$ cat src/rtl/graph_draw_engine.sv
// graph_draw_engine: command-driven PLOT / Bresenham LINE / CLEAR pixel writer with 2x screen scaling and clipping
module graph_draw_engine #(
  parameter int GW = 320,
  parameter int GH = 240
) (
  input  logic       clk,
  input  logic       rst,
  input  logic       cmd_valid,
  output logic       cmd_ready,
  input  logic [1:0] cmd_op,
  input  logic [8:0] cmd_x0,
  input  logic [8:0] cmd_x1,
  input  logic [7:0] cmd_y0,
  input  logic [7:0] cmd_y1,
  input  logic [3:0] cmd_pal,
  output logic       busy,
  output logic       fb_we,
  output logic [9:0] fb_xloc,
  output logic [8:0] fb_yloc,
  output logic [3:0] fb_pal
);
  localparam logic [1:0] IDLE = 2'd0, PLOT = 2'd1, LINE = 2'd2, CLEAR = 2'd3;
  localparam logic [9:0] GW_L = 10'(GW);
  localparam logic [8:0] GH_L = 9'(GH);
  localparam logic [8:0] XL = 9'(GW - 1);
  localparam logic [7:0] YL = 8'(GH - 1);
  logic [1:0] state, nstate;
  logic [8:0] x, nx, xe;
  logic [7:0] y, ny, ye;
  logic [9:0] dx, adx;
  logic [7:0] ady;
  logic signed [9:0] ddx;
  logic signed [8:0] ddy;
  logic signed [11:0] dy, err, err_n;
  logic signed [12:0] e2;
  logic sx, sy, step_x, step_y, go;
  logic [3:0] pal;
  assign cmd_ready = state == IDLE;
  assign busy = !cmd_ready;
  always_comb begin
    ddx = $signed({1'b0, cmd_x1}) - $signed({1'b0, cmd_x0});
    ddy = $signed({1'b0, cmd_y1}) - $signed({1'b0, cmd_y0});
    adx = ddx[9] ? -ddx : ddx;
    ady = ddy[8] ? 8'(-ddy) : 8'(ddy);
    e2 = $signed({err, 1'b0});
    step_x = e2 >= $signed({dy[11], dy});
    step_y = e2 <= $signed({3'b0, dx});
    err_n = err + (step_x ? dy : 12'sd0) + (step_y ? $signed({2'b0, dx}) : 12'sd0);
    nstate = state;
    nx = x;
    ny = y;
    go = 1'b0;
    case (state)
      IDLE: if (cmd_valid) begin
        go = cmd_op != 2'd3;
        nx = cmd_op == 2'd2 ? 9'd0 : cmd_x0;
        ny = cmd_op == 2'd2 ? 8'd0 : cmd_y0;
        nstate = cmd_op == 2'd1 ? LINE : cmd_op == 2'd2 ? CLEAR : PLOT;
      end
      PLOT: nstate = IDLE;
      LINE: if (x == xe && y == ye) nstate = IDLE;
      else begin
        go = 1'b1;
        nx = step_x ? (sx ? x - 9'd1 : x + 9'd1) : x;
        ny = step_y ? (sy ? y - 8'd1 : y + 8'd1) : y;
      end
      default: if (x == XL && y == YL) nstate = IDLE;
      else begin
        go = 1'b1;
        nx = x == XL ? 9'd0 : x + 9'd1;
        ny = x == XL ? y + 8'd1 : y;
      end
    endcase
  end
  always_ff @(posedge clk) begin
    if (rst) begin
      state <= IDLE;
      fb_we <= 1'b0;
      fb_xloc <= '0;
      fb_yloc <= '0;
      fb_pal <= '0;
    end else begin
      state <= nstate;
      x <= nx;
      y <= ny;
      fb_we <= go && {1'b0, nx} < GW_L && {1'b0, ny} < GH_L;
      if (go) begin
        fb_xloc <= {nx, 1'b0};
        fb_yloc <= {ny, 1'b0};
        fb_pal <= state == IDLE ? cmd_pal : pal;
      end
      // Bresenham setup: dx positive, dy negative magnitude, err = dx + dy
      if (state == IDLE && cmd_valid) begin
        pal <= cmd_pal;
        xe <= cmd_x1;
        ye <= cmd_y1;
        dx <= adx;
        dy <= -$signed({4'b0, ady});
        sx <= ddx[9];
        sy <= ddy[8];
        err <= $signed({2'b0, adx}) - $signed({4'b0, ady});
      end else if (state == LINE) err <= err_n;
    end
  end
endmodule

$ cat config.mk
export PLATFORM = sky130hd
export DESIGN_NAME = graph_draw_engine
export DESIGN_NICKNAME = d
export VERILOG_FILES = /design/src/rtl/graph_draw_engine.sv
export SDC_FILE = /design/constraint.sdc
export NUM_CORES = 1
export LEC_CHECK = 0
export BUFFER_PORTS_ARGS = -buffer_cell sky130_fd_sc_hd__buf_2
export CAP_MARGIN = 30
export CORE_ASPECT_RATIO = 2
export CORE_MARGIN = 2
export CORE_UTILIZATION = 55
export CTS_CLUSTER_SIZE = 16
export DETAILED_ROUTE_END_ITERATION = 8
export PLACE_DENSITY_LB_ADDON = 0.15
export SLEW_MARGIN = 5
export SYNTH_ARGS = -nofsm -noshare
export SYNTH_HDL_FRONTEND = slang
export SYNTH_SLANG_ARGS = --single-unit
$ cat constraint.sdc
create_clock -name clk -period 12.6 [get_ports clk]
set_input_delay 0.63 -clock clk [delete_from_list [all_inputs] [get_ports clk]]
set_output_delay 0.63 -clock clk [all_outputs]
set_load 0.02 [all_outputs]
==> metrics.log, run 1 <==
INFO  metric status = complete, no violations
INFO  metric average_wire_per_cell_in_the_routed_design = 18.75 um
INFO  metric critical_path.slowest_cell = fa_1
INFO  metric timing.critical_path.depth = 19
INFO  metric via_count = 6775
INFO  metric cp_data_arrival_time = 5110 ps
INFO  metric synth_top_flop_cell = edfxtp_1
INFO  metric timing.rr.start = err[3]$_DFFE_PP_
INFO  metric clk_pin_slew = 70 ps
INFO  metric number_of_buffers_inserted_to_repair_setup_after_cts = 0
INFO  metric timing.final.max_slew_violations = 0
INFO  metric min-delay-path-class = flip-flop to flip-flop
INFO  metric post-route-min-period = 5018 ps
INFO  metric final_cell_count_no_fill = 1128
INFO  metric final-hold-violation-count = 0
INFO  metric ctsRootBufferMaster = clkbuf_16
INFO  metric cts.hold.buffers_added = 0
INFO  metric die_w = 90.28 um
INFO  metric synthDistinctLibCells = 88
INFO  metric tritoncts_clock_tree = done
INFO  metric synth_top_area_share = 27.14%
INFO  metric design.core.area = 14660 um2
INFO  metric netlist_area = 8188 um2
INFO  metric grt_antenna_before_repair = 1
INFO  metric rr_worst_depth = 19
INFO  metric first_global_vias = 6631
INFO  metric worstPathCellList = ha_1, a21oi_1, o21ai_0, a211oi_1, mux2i_1, or2_2, and2_1, fa_1, ha_1, inv_1, fa_1, nor2b_1, o21ai_0, a21boi_0, o21ai_0, a21oi_1, a31oi_1, xnor2_1, o22ai_1
INFO  metric ys_async_sr_fraction = 0%
INFO  metric ioPinCount = 69
INFO  metric synthDominantAreaCellType = edfxtp_1
INFO  metric whs_endpoint = fb_yloc[6]$_SDFFE_PP0P_
INFO  metric critical_path.endpoint_type = flip-flop
INFO  metric fin_skew = 7.054 ps
INFO  metric critPathMaxStageDelay = 520 ps
INFO  metric path_delay_family = compound AO/OA/AOI/OAI gates
INFO  metric hold_path_depth = 2
INFO  metric grt_start_max_net_pins = 42
INFO  metric worst-path-buf-inv = 1
INFO  metric num-nets-final = 1056
INFO  metric timing.critical_path.fanout_max = 10
INFO  metric pwr_density_cell = 196.1 nW/um2
INFO  metric cellLeakagePower = 3.731 nW
INFO  metric pre_cts_ws = 7642 ps
INFO  metric max-vdd-ir-drop = 0.09847 mV
INFO  metric holdCritStartpoint = fb_yloc[6]$_SDFFE_PP0P_
INFO  metric synth_seq_area_share = 33.01%
INFO  metric grt_first_pass_wirelength = 34120 um
INFO  metric worst_pin_slew = 852.0 ps
INFO  metric gp_congestion = 0.9521
INFO  metric r2r_slack = 7580 ps
INFO  metric postRouteWirelength = 21150 um
INFO  metric number_of_max_capacitance_violations_reported = 0
INFO  metric detail_route.drc_violations = 0
INFO  metric totalNegativeSetupSlack = 0 ps
INFO  metric dpl.hpwl = 16350 um
INFO  metric finalSetupViolations = 0
INFO  metric worstSetupStartpointType = flip-flop
INFO  metric max-clock-path-buffers = 2
INFO  metric grt.overflow.total = 0
INFO  metric maxSlewHeadroom = 42.99%
INFO  metric setup_repair_after_global_routing_missed_its_margin = no
INFO  metric postSynthAreaPerCell = 9.241 um2
INFO  metric synth_top_cells_by_area = edfxtp_1, ha_1, dfxtp_1
INFO  metric final_total_pwr = 1.737 mW
INFO  metric detail_route.first_pass.iterations = 5
INFO  metric synth-seq-cells = 98
INFO  metric syn2layout_area_growth = 8.191%
INFO  metric worst_skew_pair.late_latency = 350 ps
INFO  metric final.period_utilization = 39.83%
INFO  metric crit_required = 12690 ps
INFO  metric synth-edff-count = 74
INFO  metric post_cts_resized = 0
INFO  metric synthesis.yosys.warnings = 0
INFO  metric cp_common_cell = o21ai_0
INFO  metric insertedDiodeCount = 0
INFO  metric first_iter_violations = 394
INFO  metric synthMostInstantiatedCell = nor2_1
INFO  metric antenna_left = 0
INFO  metric effective_utilization_at_floorplan = 55.85%
INFO  metric final_layout_size_suffix_gt1_share = 12.33%
INFO  metric post_drt_via_cell_ratio = 6.006
INFO  metric placement_rows = 63
INFO  metric design.die.area = 15940 um2
INFO  metric crit_type = flip-flop to flip-flop
INFO  metric tritoncts.num_buffers = 9
INFO  metric buffer_ports.inserted = 66
INFO  metric netlist_top_cells_count = nor2_1, edfxtp_1, inv_1, ha_1, a21oi_1
INFO  metric syn_inst = 886
INFO  metric setup_slack = 7582 ps
INFO  metric critical_path.reg2reg.endpoint = err[11]$_DFFE_PP_
INFO  metric die_y = 176.6 um
INFO  metric post-place-cells = 1112
INFO  metric overall_routing_resource_usage = 26.95%
INFO  metric h_tree_level_count = 3
INFO  metric clock-sinks = 98
INFO  metric max_freq = 0.1993 GHz
[worst max-delay path by stage]
stage / from / endpoint / slack, ps
after floorplan: err[3]$_DFFE_PP_ / err[11]$_DFFE_PP_ / 8120
after global placement: err[3]$_DFFE_PP_ / err[11]$_DFFE_PP_ / 7760
after detailed placement: err[3]$_DFFE_PP_ / err[11]$_DFFE_PP_ / 7640
after CTS: err[3]$_DFFE_PP_ / err[11]$_DFFE_PP_ / 7620
after global routing: err[1]$_DFFE_PP_ / err[11]$_DFFE_PP_ / 7130
final: err[3]$_DFFE_PP_ / err[11]$_DFFE_PP_ / 7580
[state kept, by name (all words and copies together) (netlist names), 4 cells and up]
register  flops
y             8
dy           12
x             9
xe            9
fb_xloc       9
err          12
pal           4
dx           10
fb_pal        4
fb_yloc       8
ye            8
[metrics by stage]
step,instance area [um2],utilization [%],hold WS [ps]
2_1_floorplan,8192,-,507.3
3_3_place_gp,8564,58.41,442.6
3_5_place_dp,8564,58.41,447.7
4_1_cts,8859,60.42,454.3
5_1_grt,8859,60.42,457.1
6_report,8859,60.42,456.8
[worst min-delay path, cell delays in order (launching register included)]
cell     delay, ps
dfxtp_1        310
nand2_1         50
a21oi_1         50
[layout by cell type (no fill, tap or decap), types with 11 or more instances in the layout]
cell type  Yosys  layout
mux2i_1       13      13
ha_1          71      71
and2_1        18      18
a21oi_1       53      53
xor2_1        34      34
buf_2          6      66
nand3_1       30      30
xnor2_1       37      37
nor2_1        79      78
edfxtp_1      74      74
a221o_1       13      13
nor2b_1       11      11
inv_1         74      74
o21a_1        13      13
fa_1          14      14
a211oi_1      13      13
o21ai_0       29      29
nor4_1        11      11
nand2_1       52      52
nor3_1        13      13
dfxtp_1       24      24
[logic make-up (layout without fill, tap and decap cells)]
logic type / Yosys count / after routing / synth area share [%]
flops: 98 / 98 / 33.01
simple gates: 276 / 276 / 17.24
fa+ha+maj: 85 / 85 / 14.27
buf+inv: 120 / 166 / 6.678
compound gates: 222 / 222 / 19.58
other cells: 1 / 2 / 0.04580
mux: 13 / 13 / 1.589
xor+xnor: 71 / 71 / 7.595
[report_power, final]
group / internal [mW] / switching, mW / total (mW) / leakage [nW]
sequential: 0.432 / 0.0618 / 0.494 / 0.889
clock: 0.150 / 0.129 / 0.279 / 0.146
combinational: 0.416 / 0.549 / 0.965 / 2.70
[per-layer routing]
metal | vias to the layer above | part of all wire [%] | global-route usage [%]
li1 | 3321 | - | -
met1 | 3226 | 43 | 35.56
met2 | 188 | 50 | 45.71
met3 | 38 | 4.5 | 3.286
met4 | 2 | 2.4 | 9.551
met5 | - | 0.052 | 0
[final cells by class]
cell class,instances,area (um2)
clock buffers,12,261.5
clock inverters,4,32.53
fillers,1310,5803
inverters,78,292.8
multi-input cells,669,4950
flip-flops and latches,98,2703
well taps,195,244.0
repair buffers,72,375.4
No activity file was read; power rests on OpenSTA's default activity.
==> run 2, diff against run 1 <==
==> constraint.sdc (replaced) <==
create_clock -name clk -period 4.65 [get_ports clk]
set_input_delay 0.2325 -clock clk [delete_from_list [all_inputs] [get_ports clk]]
set_output_delay 0.2325 -clock clk [all_outputs]
set_load 0.02 [all_outputs]
==> metrics.log, run 2 (synthesized netlist as in run 1, its figures left out) <==
INFO  metric worstPathCellList = ha_1, a21oi_1, a21oi_1, a211oi_2, mux2i_1, or2_4, buf_4, and2_1, fa_1, ha_1, nor2b_2, o21ai_1, a21boi_1, buf_4, o21ai_0, a21oi_1, a31oi_1, xnor2_1, o22ai_1 (was ha_1, a21oi_1, o21ai_0, a211oi_1, mux2i_1, or2_2, and2_1, fa_1, ha_1, inv_1, fa_1, nor2b_1, o21ai_0, a21boi_0, o21ai_0, a21oi_1, a31oi_1, xnor2_1, o22ai_1)
INFO  metric clock-sinks = 98 (unchanged)
INFO  metric final.period_utilization = 96.42% (was 39.83%)
INFO  metric critical_path.endpoint_type = flip-flop (unchanged)
INFO  metric postRouteWirelength = 21300 um (was 21150 um)
INFO  metric crit_required = 4740 ps (was 12690 ps)
INFO  metric min-delay-path-class = primary input to flip-flop (was flip-flop to flip-flop)
INFO  metric tritoncts.num_buffers = 9 (unchanged)
INFO  metric worstSetupStartpointType = flip-flop (unchanged)
INFO  metric wl_met3 = 1127 um (was 947 um)
INFO  metric max-vdd-ir-drop = 0.3294 mV (was 0.09847 mV)
INFO  metric cellLeakagePower = 3.874 nW (was 3.731 nW)
INFO  metric dpl.hpwl = 16340 um (was 16350 um)
INFO  metric post-place-cells = 1136 (was 1112)
INFO  metric ctsRootBufferMaster = clkbuf_16 (unchanged)
INFO  metric worst_pin_slew = 897.5 ps (was 852.0 ps)
INFO  metric setup_slack = 166.5 ps (was 7582 ps)
INFO  metric placement_rows = 63 (unchanged)
INFO  metric effective_utilization_at_floorplan = 55.85% (unchanged)
INFO  metric maxSlewHeadroom = 39.80% (was 42.99%)
INFO  metric first_global_vias = 6725 (was 6631)
INFO  metric final_common_cell = nor2_1 (unchanged)
INFO  metric grt.overflow.total = 0 (unchanged)
INFO  metric critPathMaxStageDelay = 450 ps (was 520 ps)
INFO  metric first_iter_violations = 407 (was 394)
INFO  metric h_tree_level_count = 3 (unchanged)
INFO  metric holdCritStartpoint = cmd_y1[0] (was fb_yloc[6]$_SDFFE_PP0P_)
INFO  metric met2_length = 10380 um (was 10490 um)
INFO  metric design.die.area = 15940 um2 (unchanged)
INFO  metric overall_routing_resource_usage = 26.85% (was 26.95%)
INFO  metric grt_start_max_net_pins = 32 (was 42)
INFO  metric via_count = 6919 (was 6775)
INFO  metric gp_congestion = 0.8735 (was 0.9521)
INFO  metric critical_path.slowest_cell = fa_1 (unchanged)
INFO  metric highest_layer = met5 (unchanged)
INFO  metric timing.final.max_slew_violations = 0 (unchanged)
INFO  metric fin_skew = 8.884 ps (was 7.054 ps)
INFO  metric average_wire_per_cell_in_the_routed_design = 18.43 um (was 18.75 um)
INFO  metric die_w = 90.28 um (unchanged)
INFO  metric final_layout_size_suffix_gt1_share = 15.71% (was 12.33%)
INFO  metric syn2layout_area_growth = 11.35% (was 8.191%)
INFO  metric mostFrequentLayoutCells = nor2_1, inv_1, edfxtp_1 (unchanged)
INFO  metric pwr_density_cell = 542.8 nW/um2 (was 196.1 nW/um2)
INFO  metric critical_path.reg2reg.endpoint = err[11]$_DFFE_PP_ (unchanged)
INFO  metric final-hold-violation-count = 0 (unchanged)
INFO  metric ioPinCount = 69 (unchanged)
INFO  metric whs_endpoint = ye[0]$_DFFE_PP_ (was fb_yloc[6]$_SDFFE_PP0P_)
INFO  metric detail_route.drc_violations = 0 (unchanged)
INFO  metric r2r_slack = 170 ps (was 7580 ps)
INFO  metric pre_cts_ws = -111.5 ps (was 7642 ps)
INFO  metric cp_data_arrival_time = 4580 ps (was 5110 ps)
INFO  metric max_freq = 0.2230 GHz (was 0.1993 GHz)
INFO  metric design.core.area = 14660 um2 (unchanged)
INFO  metric die_y = 176.6 um (unchanged)
INFO  metric cp_common_cell = a21oi_1 (was o21ai_0)
INFO  metric clk_pin_slew = 80 ps (was 70 ps)
INFO  metric crit_type = flip-flop to flip-flop (unchanged)
INFO  metric number_of_max_capacitance_violations_reported = 0 (unchanged)
INFO  metric grt_antenna_before_repair = 1 (unchanged)
INFO  metric hold_path_depth = 1 (was 2)
INFO  metric timing.rr.start = err[10]$_DFFE_PP_ (was err[3]$_DFFE_PP_)
INFO  metric post-route-min-period = 4483 ps (was 5018 ps)
INFO  metric finalSetupViolations = 0 (unchanged)
INFO  metric timing.critical_path.fanout_max = 4 (was 10)
INFO  metric largestRegisters = dy (12), err (12), dx (10) (unchanged)
INFO  metric tritoncts_clock_tree = done (unchanged)
INFO  metric final_cell_count_no_fill = 1156 (was 1128)
INFO  metric cts.hold.buffers_added = 0 (unchanged)
INFO  metric antenna_left = 0 (unchanged)
INFO  metric grt_first_pass_wirelength = 33780 um (was 34120 um)
INFO  metric max-clock-path-buffers = 2 (unchanged)
INFO  metric rr_worst_depth = 19 (unchanged)
INFO  metric insertedDiodeCount = 0 (unchanged)
INFO  metric buffer_ports.inserted = 66 (unchanged)
INFO  metric post_drt_via_cell_ratio = 5.985 (was 6.006)
INFO  metric num-nets-final = 1084 (was 1056)
INFO  metric met1_wire_length = 9065 um (was 9180 um)
INFO  metric worst_skew_pair.late_latency = 360 ps (was 350 ps)
INFO  metric detail_route.first_pass.iterations = 5 (unchanged)
INFO  metric status = complete, no violations (unchanged)
[run 2: cell count changes in the layout (fill, tap and decap cells not counted), moves of 2 or more]
cell     before  now
inv_8         0    2
buf_4         6   32
buf_6         0    2
o21ai_1       2    4
o21ai_0      29   27
[run 2: how the worst max path moves through the flow]
stage | startpoint | endpoint
after floorplan | err[3]$_DFFE_PP_ | err[11]$_DFFE_PP_
final | err[10]$_DFFE_PP_ | err[11]$_DFFE_PP_
after detailed placement | err[3]$_DFFE_PP_ | err[11]$_DFFE_PP_
after global routing | dy[11]$_DFFE_PP_ | err[11]$_DFFE_PP_
after CTS | err[3]$_DFFE_PP_ | err[11]$_DFFE_PP_
after global placement | err[3]$_DFFE_PP_ | err[11]$_DFFE_PP_
[run 2: per-layer routing]
layer  track usage [%]  up-vias
met5                 0        -
met4             12.82        2
met3             4.524       44
met2             44.36      220
met1             34.22     3278
li1                  -     3375
[run 2: cell type report]
cell class,count,area [um2]
clock buffer,10,239.0
clock inverter,6,55.05
fill,1318,5544
inverter,78,292.8
multi-input combinational,669,4991
sequential,98,2703
tap,195,244.0
timing repair buffer,100,593.1
[run 2: critical path, delay by kind of cell, from the launching register on]
family / cells / cell delay, ps
AO/OA/AOI/OAI: 9 / 1510
XOR/XNOR: 1 / 140
adder cells (fa/ha/maj): 3 / 1120
buffers and inverters: 2 / 270
flip-flops: 1 / 420
multiplexers: 1 / 150
AND/OR/NAND/NOR: 3 / 590
[run 2: timing repair]
item | CTS | global route
gates resized for setup | 1 | 11
setup endpoints to repair | 2 | 3
setup buffers | 0 | 3
pin swaps | 2 | 7
[run 2: metrics by stage]
step	TNS, ps	hold WS (ps)	area [um2]	utilization (%)	total power [mW]
3_5_place_dp	-160.9	428.3	8748	59.67	4.101
6_report	0	52.80	9117	62.19	4.949
3_3_place_gp	0	427.9	8748	59.67	4.051
2_1_floorplan	0	331.4	8192	-	3.341
4_1_cts	0	41.96	9047	61.71	4.888
5_1_grt	-116.9	51.56	9117	62.19	5.339
[run 2: power breakdown]
group / switching, mW / internal [mW]
Clock: 0.376 / 0.391
Combinational: 1.56 / 1.31
Sequential: 0.145 / 1.17
Total: 2.08 / 2.87
==> run 3, diff against run 2 <==
--- a/config.mk
+++ b/config.mk
@@ -12,7 +12,7 @@
 export CORE_UTILIZATION = 55
 export CTS_CLUSTER_SIZE = 16
 export DETAILED_ROUTE_END_ITERATION = 8
-export PLACE_DENSITY_LB_ADDON = 0.15
+export PLACE_DENSITY = 0.76
 export SLEW_MARGIN = 5
 export SYNTH_ARGS = -nofsm -noshare
 export SYNTH_HDL_FRONTEND = slang
==> metrics.log, run 3 (synthesized netlist as in run 1, its figures left out) <==
INFO  metric fillers = 1308 (was 1318)
INFO  metric max_freq = 0.2240 GHz (was 0.2230 GHz)
INFO  metric post-place-cells = 1125 (was 1136)
INFO  metric critical_path.endpoint_type = flip-flop (unchanged)
INFO  metric final_cell_count_no_fill = 1143 (was 1156)
INFO  metric tritoncts_clock_tree = done (unchanged)
INFO  metric worst_skew_pair.late_latency = 350 ps (was 360 ps)
INFO  metric grt_antenna_before_repair = 0 (was 1)
INFO  metric ctsRootBufferMaster = clkbuf_16 (unchanged)
INFO  metric clock-sinks = 98 (unchanged)
INFO  metric final-hold-violation-count = 0 (unchanged)
INFO  metric maxSlewHeadroom = 35.40% (was 39.80%)
INFO  metric setup_repair_after_global_routing_missed_its_margin = yes
INFO  metric average_wire_per_cell_in_the_routed_design = 18.55 um (was 18.43 um)
INFO  metric finalSetupViolations = 0 (unchanged)
INFO  metric fin_skew = 14.24 ps (was 8.884 ps)
INFO  metric register_area = 2703 um2 (unchanged)
INFO  metric status = complete, no violations (unchanged)
INFO  metric antenna_left = 0 (unchanged)
INFO  metric effective_utilization_at_floorplan = 55.85% (unchanged)
INFO  metric rr_worst_depth = 19 (unchanged)
INFO  metric cp_data_arrival_time = 4540 ps (was 4580 ps)
INFO  metric first_global_vias = 6886 (was 6725)
INFO  metric h_tree_level_count = 3 (unchanged)
INFO  metric detail_route.first_pass.iterations = 5 (unchanged)
INFO  metric multiInputGateArea = 4981 um2 (was 4991 um2)
INFO  metric final.period_utilization = 95.99% (was 96.42%)
INFO  metric post-route-min-period = 4464 ps (was 4483 ps)
INFO  metric tritoncts.num_buffers = 9 (unchanged)
INFO  metric dpl.hpwl = 16340 um (about the same)
INFO  metric crit_type = flip-flop to flip-flop (unchanged)
INFO  metric overall_routing_resource_usage = 26.71% (was 26.85%)
INFO  metric grt_start_max_net_pins = 29 (was 32)
INFO  metric grt_first_pass_wirelength = 34160 um (was 33780 um)
INFO  metric pwr_density_cell = 543.9 nW/um2 (was 542.8 nW/um2)
INFO  metric num-nets-final = 1071 (was 1084)
INFO  metric ioPinCount = 69 (unchanged)
INFO  metric totalNegativeSetupSlack = 0 ps (unchanged)
INFO  metric cellLeakagePower = 3.803 nW (was 3.874 nW)
INFO  metric worstPathCellList = ha_1, nand4_1, nor2_1, a211oi_2, mux2i_1, or2_2, and2_1, fa_1, ha_1, inv_1, fa_1, nor2b_1, o21ai_0, a21boi_1, o21ai_1, a21oi_2, a31oi_1, xnor2_1, o22ai_1 (was ha_1, a21oi_1, a21oi_1, a211oi_2, mux2i_1, or2_4, buf_4, and2_1, fa_1, ha_1, nor2b_2, o21ai_1, a21boi_1, buf_4, o21ai_0, a21oi_1, a31oi_1, xnor2_1, o22ai_1)
INFO  metric design.die.area = 15940 um2 (unchanged)
INFO  metric post_drt_via_cell_ratio = 6.191 (was 5.985)
INFO  metric number_of_max_capacitance_violations_reported = 0 (unchanged)
INFO  metric timing.critical_path.fanout_max = 3 (was 4)
INFO  metric critical_path.slowest_cell = fa_1 (unchanged)
INFO  metric critPathMaxStageDelay = 510 ps (was 450 ps)
INFO  metric placement_rows = 63 (unchanged)
INFO  metric timing.critical_path.depth = 19 (unchanged)
INFO  metric worstSetupStartpointType = flip-flop (unchanged)
INFO  metric max-clock-path-buffers = 2 (unchanged)
INFO  metric path_delay_family = adder cells (was compound AO/OA/AOI/OAI gates)
INFO  metric buffer_ports.inserted = 66 (unchanged)
INFO  metric insertedDiodeCount = 0 (unchanged)
INFO  metric grt.overflow.total = 0 (unchanged)
INFO  metric postRouteWirelength = 21210 um (was 21300 um)
INFO  metric clk_pin_slew = 80 ps (about the same)
INFO  metric timing.final.max_slew_violations = 0 (unchanged)
INFO  metric final_common_cell = nor2_1 (unchanged)
INFO  metric largestRegisters = dy (12), err (12), dx (10) (unchanged)
INFO  metric worst_pin_slew = 965.5 ps (was 897.5 ps)
INFO  metric final_layout_size_suffix_gt1_share = 14.45% (was 15.71%)
INFO  metric via_count = 7076 (was 6919)
INFO  metric hold_path_depth = 1 (unchanged)
INFO  metric die_y = 176.6 um (unchanged)
INFO  metric mostFrequentLayoutCells = nor2_1, edfxtp_1, inv_1 (was nor2_1, inv_1, edfxtp_1)
INFO  metric gp_congestion = 0.9238 (was 0.8735)
INFO  metric first_iter_violations = 440 (was 407)
INFO  metric syn2layout_area_growth = 9.994% (was 11.35%)
INFO  metric max-vdd-ir-drop = 0.2637 mV (was 0.3294 mV)
INFO  metric detail_route.drc_violations = 0 (unchanged)
INFO  metric die_w = 90.28 um (unchanged)
INFO  metric crit_required = 4730 ps (was 4740 ps)
INFO  metric cts.hold.buffers_added = 0 (unchanged)
INFO  metric design.core.area = 14660 um2 (unchanged)
INFO  metric worst-path-buf-inv = 1 (was 2)
INFO  metric min-delay-path-class = primary input to flip-flop (unchanged)
[run 3: layer usage]
layer / up-vias / global-route usage, % / wire length, um
li1: 3353 / - / -
met1: 3364 / 33.50 / 8676
met2: 286 / 45.05 / 10340
met3: 73 / 4.353 / 1369
met4: 0 / 12.31 / 817
met5: - / 0 / 0
[run 3: repair_timing]
item / CTS / global route
setup buffers: 0 / 2
setup endpoints to repair: 1 / 3
resized for setup: 1 / 9
pin swaps: 1 / 4
cloned: 0 / 0
[run 3: per-stage QoR]
stage                     hold WS (ps)  cell area (um2)  util (%)  total power [mW]  setup slack [ps]
after floorplan                  331.4             8192         -             3.341             170.4
after global placement           428.1             8662     59.08             3.955             130.4
after detailed placement         427.5             8662     59.08             4.037            -45.68
after CTS                        65.88             8961     61.12             4.812             2.339
after global routing             61.14             9006     61.43             5.251            -24.46
final                            69.29             9006     61.43             4.899             186.4
[run 3: area by class of cell]
| cell class | instances | area share [%] |
|---|---|---|
| clock buffer | 10 | 2.654 |
| clock inverter | 6 | 0.6113 |
| inverter | 78 | 3.251 |
| multi-input combinational | 669 | 55.31 |
| sequential | 98 | 30.01 |
| tap | 195 | 2.709 |
| timing repair buffer | 87 | 5.460 |
[run 3: where the power goes]
part / internal, mW / switching, mW
clock network: 0.389 / 0.370
registers: 1.17 / 0.149
logic: 1.23 / 1.59
[run 3: worst paths after layout]
path	from	end	slack (ps)
min	cmd_pal[1]	pal[1]$_DFFE_PP_	70
max reg2reg	err[8]$_DFFE_PP_	err[11]$_DFFE_PP_	190
min reg2reg	fb_xloc[9]$_SDFFE_PP0P_	fb_xloc[9]$_SDFFE_PP0P_	460
max	err[8]$_DFFE_PP_	err[11]$_DFFE_PP_	190
